## config.mk

```make
export PLATFORM = sky130hd
export DESIGN_NAME = sa3x3_feeder_flat
export DESIGN_NICKNAME = d
export VERILOG_FILES = /design/src/rtl/sa3x3_feeder_if.sv /design/src/rtl/sa3x3_feeder.sv /design/src/flat_wrapper.sv
export SDC_FILE = /design/constraint.sdc
export NUM_CORES = 1
export LEC_CHECK = 0
export CAP_MARGIN = 20
export CORE_ASPECT_RATIO = 1.25
export CORE_MARGIN = 1
export CORE_UTILIZATION = 36
export DETAILED_ROUTE_END_ITERATION = 7
export PLACE_DENSITY = 0.62
export SLEW_MARGIN = 0
export SYNTH_ARGS = -nofsm -noshare
export SYNTH_HDL_FRONTEND = slang
export SYNTH_SLANG_ARGS = --single-unit
export TNS_END_PERCENT = 30
```

## constraint.sdc

```tcl
create_clock -name clk -period 3.25 [get_ports clk]
set_clock_uncertainty 0.2 [all_clocks]
set_input_delay 0.65 -clock clk [delete_from_list [all_inputs] [get_ports clk]]
set_output_delay 0.65 -clock clk [all_outputs]
set_load 0.02 [all_outputs]
```

## src/rtl/sa3x3_feeder_if.sv

```systemverilog
// Feeder-side bus of the 3x3 systolic array: job control, weight-row and activation handshakes, array drive.
// stall_cnt exists only when SA_FEEDER_STALL_CNT_EN is defined.
interface sa3x3_feeder_if #(
  parameter int DATA_W = 8,
  parameter int CNT_W  = 5
);
  logic              start;
  logic [CNT_W-1:0]  num_vec;
  logic              busy, done, clear;
  logic              w_row_valid, w_row_ready;
  logic [DATA_W-1:0] w_row_c1, w_row_c2, w_row_c3;
  logic              weight_load;
  logic [DATA_W-1:0] w_out1, w_out2, w_out3;
  logic              act_valid, act_ready;
  logic [DATA_W-1:0] act_v1, act_v2, act_v3;
  logic [DATA_W-1:0] act_out1, act_out2, act_out3;
  logic              act_tag1, act_tag2, act_tag3;
`ifdef SA_FEEDER_STALL_CNT_EN
  logic [15:0]       stall_cnt;
`endif

  modport master (
    output start, num_vec, w_row_valid, w_row_c1, w_row_c2, w_row_c3,
           act_valid, act_v1, act_v2, act_v3,
    input  busy, done, clear, w_row_ready, weight_load, w_out1, w_out2, w_out3,
           act_ready, act_out1, act_out2, act_out3, act_tag1, act_tag2, act_tag3
`ifdef SA_FEEDER_STALL_CNT_EN
    , input stall_cnt
`endif
  );

  modport slave (
    input  start, num_vec, w_row_valid, w_row_c1, w_row_c2, w_row_c3,
           act_valid, act_v1, act_v2, act_v3,
    output busy, done, clear, w_row_ready, weight_load, w_out1, w_out2, w_out3,
           act_ready, act_out1, act_out2, act_out3, act_tag1, act_tag2, act_tag3
`ifdef SA_FEEDER_STALL_CNT_EN
    , output stall_cnt
`endif
  );
endinterface

```

## src/rtl/sa3x3_feeder.sv

```systemverilog
// Weight preload and diagonally skewed activation feeder for the 3x3 weight-stationary array.
// Optional stall counter enabled by SA_FEEDER_STALL_CNT_EN.
module sa3x3_feeder #(
  parameter int DATA_W    = 8,
  parameter int CNT_W     = 5,
  parameter int DRAIN_CYC = 6
) (
  input logic           clk,
  input logic           rst,
  sa3x3_feeder_if.slave bus
);
  typedef enum logic [2:0] {IDLE, LOAD_W, SHIFT_W, STREAM, DRAIN, DONE} state_e;
  typedef logic [2:0][DATA_W-1:0] row_t;  // [2]=col1 .. [0]=col3
  localparam int PH_W = $clog2(DRAIN_CYC + 3);

  state_e            state_q, state_d;
  logic [PH_W-1:0]   ph_q, ph_d;
  logic [CNT_W-1:0]  rem_q, rem_d;
  row_t [2:0]        buf_q, buf_d;
  row_t              w_out_q, w_out_d;
  logic              busy_q, busy_d, done_q, done_d, clear_q, clear_d;
  logic              w_row_ready_q, w_row_ready_d, weight_load_q, weight_load_d;
  logic              act_ready_q, act_ready_d;
  logic [DATA_W-1:0] act1_q, act1_d;
  logic [1:0][DATA_W-1:0] r2_q, r2_d;
  logic [2:0][DATA_W-1:0] r3_q, r3_d;
  logic              tag1_q, tag1_d;
  logic [1:0]        t2_q, t2_d;
  logic [2:0]        t3_q, t3_d;
  logic              w_acc, a_acc;
  logic [1:0]        sidx;

  assign w_acc = bus.w_row_valid & w_row_ready_q;
  assign a_acc = bus.act_valid & act_ready_q;

  always_ff @(posedge clk) begin
    if (rst) state_q <= IDLE;
    else     state_q <= state_d;
  end

  always_comb begin
    state_d = state_q;
    ph_d    = ph_q;
    rem_d   = rem_q;
    buf_d   = buf_q;
    case (state_q)
      IDLE: if (bus.start) begin
        rem_d   = bus.num_vec;
        ph_d    = '0;
        state_d = LOAD_W;
      end
      LOAD_W: if (w_acc) begin
        buf_d[ph_q[1:0]] = {bus.w_row_c1, bus.w_row_c2, bus.w_row_c3};
        if (ph_q == PH_W'(2)) begin
          ph_d    = '0;
          state_d = SHIFT_W;
        end else ph_d = ph_q + 1'b1;
      end
      SHIFT_W: if (ph_q == PH_W'(2)) begin
        ph_d    = '0;
        state_d = (rem_q == '0) ? DRAIN : STREAM;
      end else ph_d = ph_q + 1'b1;
      STREAM: if (a_acc) begin
        rem_d = rem_q - 1'b1;
        if (rem_q == CNT_W'(1)) state_d = DRAIN;
      end
      DRAIN: if (ph_q == PH_W'(DRAIN_CYC - 1)) begin
        ph_d    = '0;
        state_d = DONE;
      end else ph_d = ph_q + 1'b1;
      DONE:    state_d = IDLE;
      default: state_d = IDLE;
    endcase
  end

  // Outputs are registered from the next state so each flop lines up with state_q.
  always_comb begin
    busy_d        = (state_d != IDLE);
    done_d        = (state_d == DONE);
    clear_d       = (state_q == IDLE) && (state_d == LOAD_W);
    w_row_ready_d = (state_d == LOAD_W);
    weight_load_d = (state_d == SHIFT_W);
    act_ready_d   = (state_d == STREAM) && (rem_d != '0);
    sidx          = 2'd2 - ph_d[1:0];
    w_out_d       = '0;
    // buf_d already holds the third row on SHIFT_W entry, so it is the bypass too
    if (state_d == SHIFT_W) w_out_d = buf_d[sidx];
    act1_d = a_acc ? bus.act_v1 : '0;
    tag1_d = a_acc;
    r2_d   = {r2_q[0], (a_acc ? bus.act_v2 : DATA_W'(0))};
    t2_d   = {t2_q[0], a_acc};
    r3_d   = {r3_q[1:0], (a_acc ? bus.act_v3 : DATA_W'(0))};
    t3_d   = {t3_q[1:0], a_acc};
  end

  always_ff @(posedge clk) begin
    if (rst) begin
      ph_q <= '0; rem_q <= '0; buf_q <= '0; w_out_q <= '0;
      busy_q <= 1'b0; done_q <= 1'b0; clear_q <= 1'b0;
      w_row_ready_q <= 1'b0; weight_load_q <= 1'b0; act_ready_q <= 1'b0;
      act1_q <= '0; r2_q <= '0; r3_q <= '0;
      tag1_q <= 1'b0; t2_q <= '0; t3_q <= '0;
    end else begin
      ph_q <= ph_d; rem_q <= rem_d; buf_q <= buf_d; w_out_q <= w_out_d;
      busy_q <= busy_d; done_q <= done_d; clear_q <= clear_d;
      w_row_ready_q <= w_row_ready_d; weight_load_q <= weight_load_d; act_ready_q <= act_ready_d;
      act1_q <= act1_d; r2_q <= r2_d; r3_q <= r3_d;
      tag1_q <= tag1_d; t2_q <= t2_d; t3_q <= t3_d;
    end
  end

`ifdef SA_FEEDER_STALL_CNT_EN
  logic [15:0] stall_q, stall_d;
  always_comb begin
    stall_d = stall_q;
    if (state_q == IDLE && bus.start) stall_d = '0;
    else if (state_q == STREAM && act_ready_q && !bus.act_valid && stall_q != 16'hFFFF)
      stall_d = stall_q + 16'd1;
  end
  always_ff @(posedge clk) begin
    if (rst) stall_q <= '0;
    else     stall_q <= stall_d;
  end
  assign bus.stall_cnt = stall_q;
`endif

  assign bus.busy        = busy_q;
  assign bus.done        = done_q;
  assign bus.clear       = clear_q;
  assign bus.w_row_ready = w_row_ready_q;
  assign bus.weight_load = weight_load_q;
  assign bus.w_out1      = w_out_q[2];
  assign bus.w_out2      = w_out_q[1];
  assign bus.w_out3      = w_out_q[0];
  assign bus.act_ready   = act_ready_q;
  assign bus.act_out1    = act1_q;
  assign bus.act_out2    = r2_q[1];
  assign bus.act_out3    = r3_q[2];
  assign bus.act_tag1    = tag1_q;
  assign bus.act_tag2    = t2_q[1];
  assign bus.act_tag3    = t3_q[2];
endmodule

```

## src/flat_wrapper.sv

```systemverilog
// flat-port wrapper written by rule: the top's interface ports become plain ports
module sa3x3_feeder_flat 
#(
  parameter int DATA_W    = 8,
  parameter int CNT_W     = 5,
  parameter int DRAIN_CYC = 6
)
  (clk, rst, bus_start, bus_num_vec, bus_w_row_valid, bus_w_row_c1, bus_w_row_c2, bus_w_row_c3, bus_act_valid, bus_act_v1, bus_act_v2, bus_act_v3, bus_busy, bus_done, bus_clear, bus_w_row_ready, bus_weight_load, bus_w_out1, bus_w_out2, bus_w_out3, bus_act_ready, bus_act_out1, bus_act_out2, bus_act_out3, bus_act_tag1, bus_act_tag2, bus_act_tag3);
  sa3x3_feeder_if #(.DATA_W(DATA_W), .CNT_W(CNT_W)) bus_i ();
  input logic clk;
  input logic rst;
  input wire logic [$bits(bus_i.start)-1:0] bus_start;
  input wire logic [$bits(bus_i.num_vec)-1:0] bus_num_vec;
  input wire logic [$bits(bus_i.w_row_valid)-1:0] bus_w_row_valid;
  input wire logic [$bits(bus_i.w_row_c1)-1:0] bus_w_row_c1;
  input wire logic [$bits(bus_i.w_row_c2)-1:0] bus_w_row_c2;
  input wire logic [$bits(bus_i.w_row_c3)-1:0] bus_w_row_c3;
  input wire logic [$bits(bus_i.act_valid)-1:0] bus_act_valid;
  input wire logic [$bits(bus_i.act_v1)-1:0] bus_act_v1;
  input wire logic [$bits(bus_i.act_v2)-1:0] bus_act_v2;
  input wire logic [$bits(bus_i.act_v3)-1:0] bus_act_v3;
  output wire logic [$bits(bus_i.busy)-1:0] bus_busy;
  output wire logic [$bits(bus_i.done)-1:0] bus_done;
  output wire logic [$bits(bus_i.clear)-1:0] bus_clear;
  output wire logic [$bits(bus_i.w_row_ready)-1:0] bus_w_row_ready;
  output wire logic [$bits(bus_i.weight_load)-1:0] bus_weight_load;
  output wire logic [$bits(bus_i.w_out1)-1:0] bus_w_out1;
  output wire logic [$bits(bus_i.w_out2)-1:0] bus_w_out2;
  output wire logic [$bits(bus_i.w_out3)-1:0] bus_w_out3;
  output wire logic [$bits(bus_i.act_ready)-1:0] bus_act_ready;
  output wire logic [$bits(bus_i.act_out1)-1:0] bus_act_out1;
  output wire logic [$bits(bus_i.act_out2)-1:0] bus_act_out2;
  output wire logic [$bits(bus_i.act_out3)-1:0] bus_act_out3;
  output wire logic [$bits(bus_i.act_tag1)-1:0] bus_act_tag1;
  output wire logic [$bits(bus_i.act_tag2)-1:0] bus_act_tag2;
  output wire logic [$bits(bus_i.act_tag3)-1:0] bus_act_tag3;
  assign bus_i.start = bus_start;
  assign bus_i.num_vec = bus_num_vec;
  assign bus_i.w_row_valid = bus_w_row_valid;
  assign bus_i.w_row_c1 = bus_w_row_c1;
  assign bus_i.w_row_c2 = bus_w_row_c2;
  assign bus_i.w_row_c3 = bus_w_row_c3;
  assign bus_i.act_valid = bus_act_valid;
  assign bus_i.act_v1 = bus_act_v1;
  assign bus_i.act_v2 = bus_act_v2;
  assign bus_i.act_v3 = bus_act_v3;
  assign bus_busy = bus_i.busy;
  assign bus_done = bus_i.done;
  assign bus_clear = bus_i.clear;
  assign bus_w_row_ready = bus_i.w_row_ready;
  assign bus_weight_load = bus_i.weight_load;
  assign bus_w_out1 = bus_i.w_out1;
  assign bus_w_out2 = bus_i.w_out2;
  assign bus_w_out3 = bus_i.w_out3;
  assign bus_act_ready = bus_i.act_ready;
  assign bus_act_out1 = bus_i.act_out1;
  assign bus_act_out2 = bus_i.act_out2;
  assign bus_act_out3 = bus_i.act_out3;
  assign bus_act_tag1 = bus_i.act_tag1;
  assign bus_act_tag2 = bus_i.act_tag2;
  assign bus_act_tag3 = bus_i.act_tag3;
  sa3x3_feeder #(.DATA_W(DATA_W), .CNT_W(CNT_W), .DRAIN_CYC(DRAIN_CYC)) u_core (.clk(clk), .rst(rst), .bus(bus_i));
endmodule
```

==> flow_summary.json <==
{
  "worstSetupPathType": "reg2reg",
  "async_flop_share_pct": 0,
  "cp_slowest_cell": "dfxtp_1",
  "grt_pass1_vias": 4401,
  "max_slew.worst_pin.slew_ns": 0.866,
  "netlist-cell-type-count": 56,
  "fin_crit_sh_pct": 81.4,
  "fp.coreArea_sq_mm": 0.0168,
  "hp-class": "reg2reg",
  "cts_buffers": 17,
  "cap_violations": 0,
  "cp-startpoint": "u_core.ph_q[1]$_SDFF_PP0_",
  "place_area_sq_mm": 0.00754,
  "root_buffer": "clkbuf_16",
  "layout_common_cells": "dfxtp_1, clkdlybuf4s50_1, nor2_1",
  "yosysWarningCount": 0,
  "synth_top_cell_area_share_pct": 53.6,
  "pin_count": 115,
  "clk_pin_slew_ns": 0.06,
  "die_h_um": 148,
  "min_path_cells": 1,
  "synth_edf_count": 0,
  "hold_violations": 0,
  "port_buffers": 114,
  "layout_commonest_cell": "dfxtp_1",
  "setup_violations": 0,
  "clock-sinks": 165,
  "cts_resized": 0,
  "post_cts_buffers": 0,
  "critical_path_depth": 8,
  "crit_fanout": 24,
  "grtUsageTotal_pct": 15.9,
  "fmax_mhz": 378,
  "synthCells": 539,
  "wl_per_cell_um": 15.2,
  "critPathMaxStageDelay_ns": 0.48,
  "clockBufferDepth": 2,
  "drive_gt1_share_pct": 16.6,
  "num_rows": 53,
  "grt_pass1_wl_mm": 21.8,
  "power.density_mw_per_mm2": 520,
  "p_leak_uw": 0.00321,
  "grt-ovfl-total": 0,
  "cp_top_family": "compound AO/OA/AOI/OAI gates",
  "relSlewSlack_pct": 42.3,
  "finalInstanceArea_sq_mm": 0.00814,
  "areaGrowthSynthToFinish_pct": 32.1,
  "status": "finished, final reports clean",
  "dpl.cell_count": 852,
  "cp_num_buf_inv": 1,
  "vias": 4206,
  "start_util_pct": 36.7,
  "finalWeightedCongestion": 0.763,
  "seq_area_frac_synth_pct": 53.6,
  "start_kind": "flip-flop",
  "endpoint_kind": "flip-flop",
  "crit_arrival_ns": 2.76,
  "rsz0062_at_grt": "false",
  "ys_ff_latch": 165,
  "yosysTopAreaCell": "dfxtp_1",
  "synth_fp_nets": 603,
  "cts_tree": "built",
  "clkLatencyLatePin_ns": 0.42,
  "synth.area.top_cells": "dfxtp_1, mux2i_1, nor2_1",
  "period_minus_slack_ns": 2.65,
  "syn_area_sq_mm": 0.00616,
  "antenna_found_initial": 0,
  "final_cells": 883,
  "num_antenna_cells": 0,
  "wl_mm": 13.4,
  "synth_area_per_cell_sq_um": 11.4,
  "die_x_um": 119,
  "reg2regPathDepth": 8,
  "reg2reg_from": "u_core.ph_q[1]$_SDFF_PP0_",
  "cts_hold_buf": 0,
  "drt-pass1-iter-count": 4,
  "drc": 0,
  "setup_tns_ns": 0,
  "grt_max_degree": 80,
  "htree_levels": 4,
  "first_iter_violations": 220,
  "hp-start": "u_core.r2_d[10]$_SDFF_PP0_",
  "vdd_drop_max_v": 0.000316,
  "dp_hpwl_mm": 8.68,
  "viasPerCell": 4.76,
  "cp_cell_sequence": "ha_1 -> nor3b_4 -> nand3_1 -> a32o_1 -> a21oi_2 -> nand3_4 -> buf_12 -> o32ai_1",
  "dieArea_sq_mm": 0.0176,
  "antenna_left": 0,
  "nets": 715,
  "required_ns": 3.37,
  "ys.flop_type": "dfxtp_1",
  "drv_slew": 0
}
-- metal layers --
layer	wire length [um]	vias up	GRT usage [%]	part of all wire (%)
met3	884	13	6.21	6.6
met4	163	0	5.38	1.2
met5	0	-	0	0
met2	6850	99	27.7	51
li1	-	2081	-	-
met1	5510	2013	17.6	41
-- final timing paths --
path	to	slack, ns
worst max-delay path	u_core.bus.w_out3[7]$_SDFF_PP0_	0.60
worst min-delay path	u_core.bus.act_out2[2]$_SDFF_PP0_	0.24
worst max register to register	u_core.bus.w_out3[7]$_SDFF_PP0_	0.60
worst min register to register	u_core.bus.act_out2[2]$_SDFF_PP0_	0.24
-- registers in the layout, indices dropped and copies added, names as in the netlist, 5 cells and up --
register             count
u_core.bus.w_out1        8
u_core.r3_d             16
u_core.bus.w_out2        8
u_core.bus.act_out1      8
u_core.bus.act_out2      8
u_core.bus.w_out3        8
u_core.buf_q            72
u_core.bus.act_out3      8
u_core.r2_d              8
u_core.rem_q             5
-- cell usage after synthesis (2+ instances only) --
library cell,n
ha_1,6
buf_4,4
mux2_2,24
o32ai_2,19
a21oi_1,2
nor3_1,3
nor2b_1,27
nand2_1,6
buf_2,9
a221oi_1,2
or2_2,4
inv_1,10
and3_1,4
o32ai_1,5
o211ai_1,2
nor3b_1,2
and2_1,25
dfxtp_1,165
a31oi_1,2
clkbuf_1,14
nor2_1,86
nand3_1,5
o21ai_0,3
nand3b_1,3
buf_6,3
or3_1,2
mux2i_1,73
-- logic make-up after synthesis --
family / after synthesis / share of synthesized area [%]
AOI/OAI and AO/OA: 49 / 9.47
adders and majority gates: 6 / 1.22
buffers and inverters: 41 / 3.45
DFF: 165 / 53.6
muxes: 98 / 16.6
and+or+nand+nor: 180 / 15.6
-- power breakdown --
group	internal [uW]	switching (uW)	total [uW]
clock	1190	797	1990
sequential	2040	10.6	2050
combinational	102	93.0	195
-- worst reg2reg max path: cells and delay by family, from the launching register on --
kind,cells,cell delay (ns)
and+or+nand+nor,3,0.58
buffers and inverters,1,0.19
adders and majority gates,1,0.25
DFF,1,0.48
AOI/OAI and AO/OA,3,0.85
-- area by class of cell --
type / instances / area (sq um)
Clock buffer: 21 / 470
Clock inverter: 10 / 124
Fill cell: 1520 / 8640
Inverter: 10 / 37.5
Multi-Input combinational cell: 333 / 2650
Sequential cell: 165 / 3300
Tap cell: 220 / 275
Timing Repair Buffer: 124 / 1280
-- metrics by stage --
step                      power (uW)  setup slack (ns)  utilization, %  hold slack [ns]
after floorplan                 2180             0.810               -            0.214
after global placement          2280             0.299            45.0            0.218
after detailed placement        2290             0.219            45.0            0.225
after CTS                       4280             0.581            48.5            0.239
after global routing            4390             0.416            48.5            0.255
final                           4230             0.605            48.5            0.236
No activity file was read; power rests on OpenSTA's default activity.
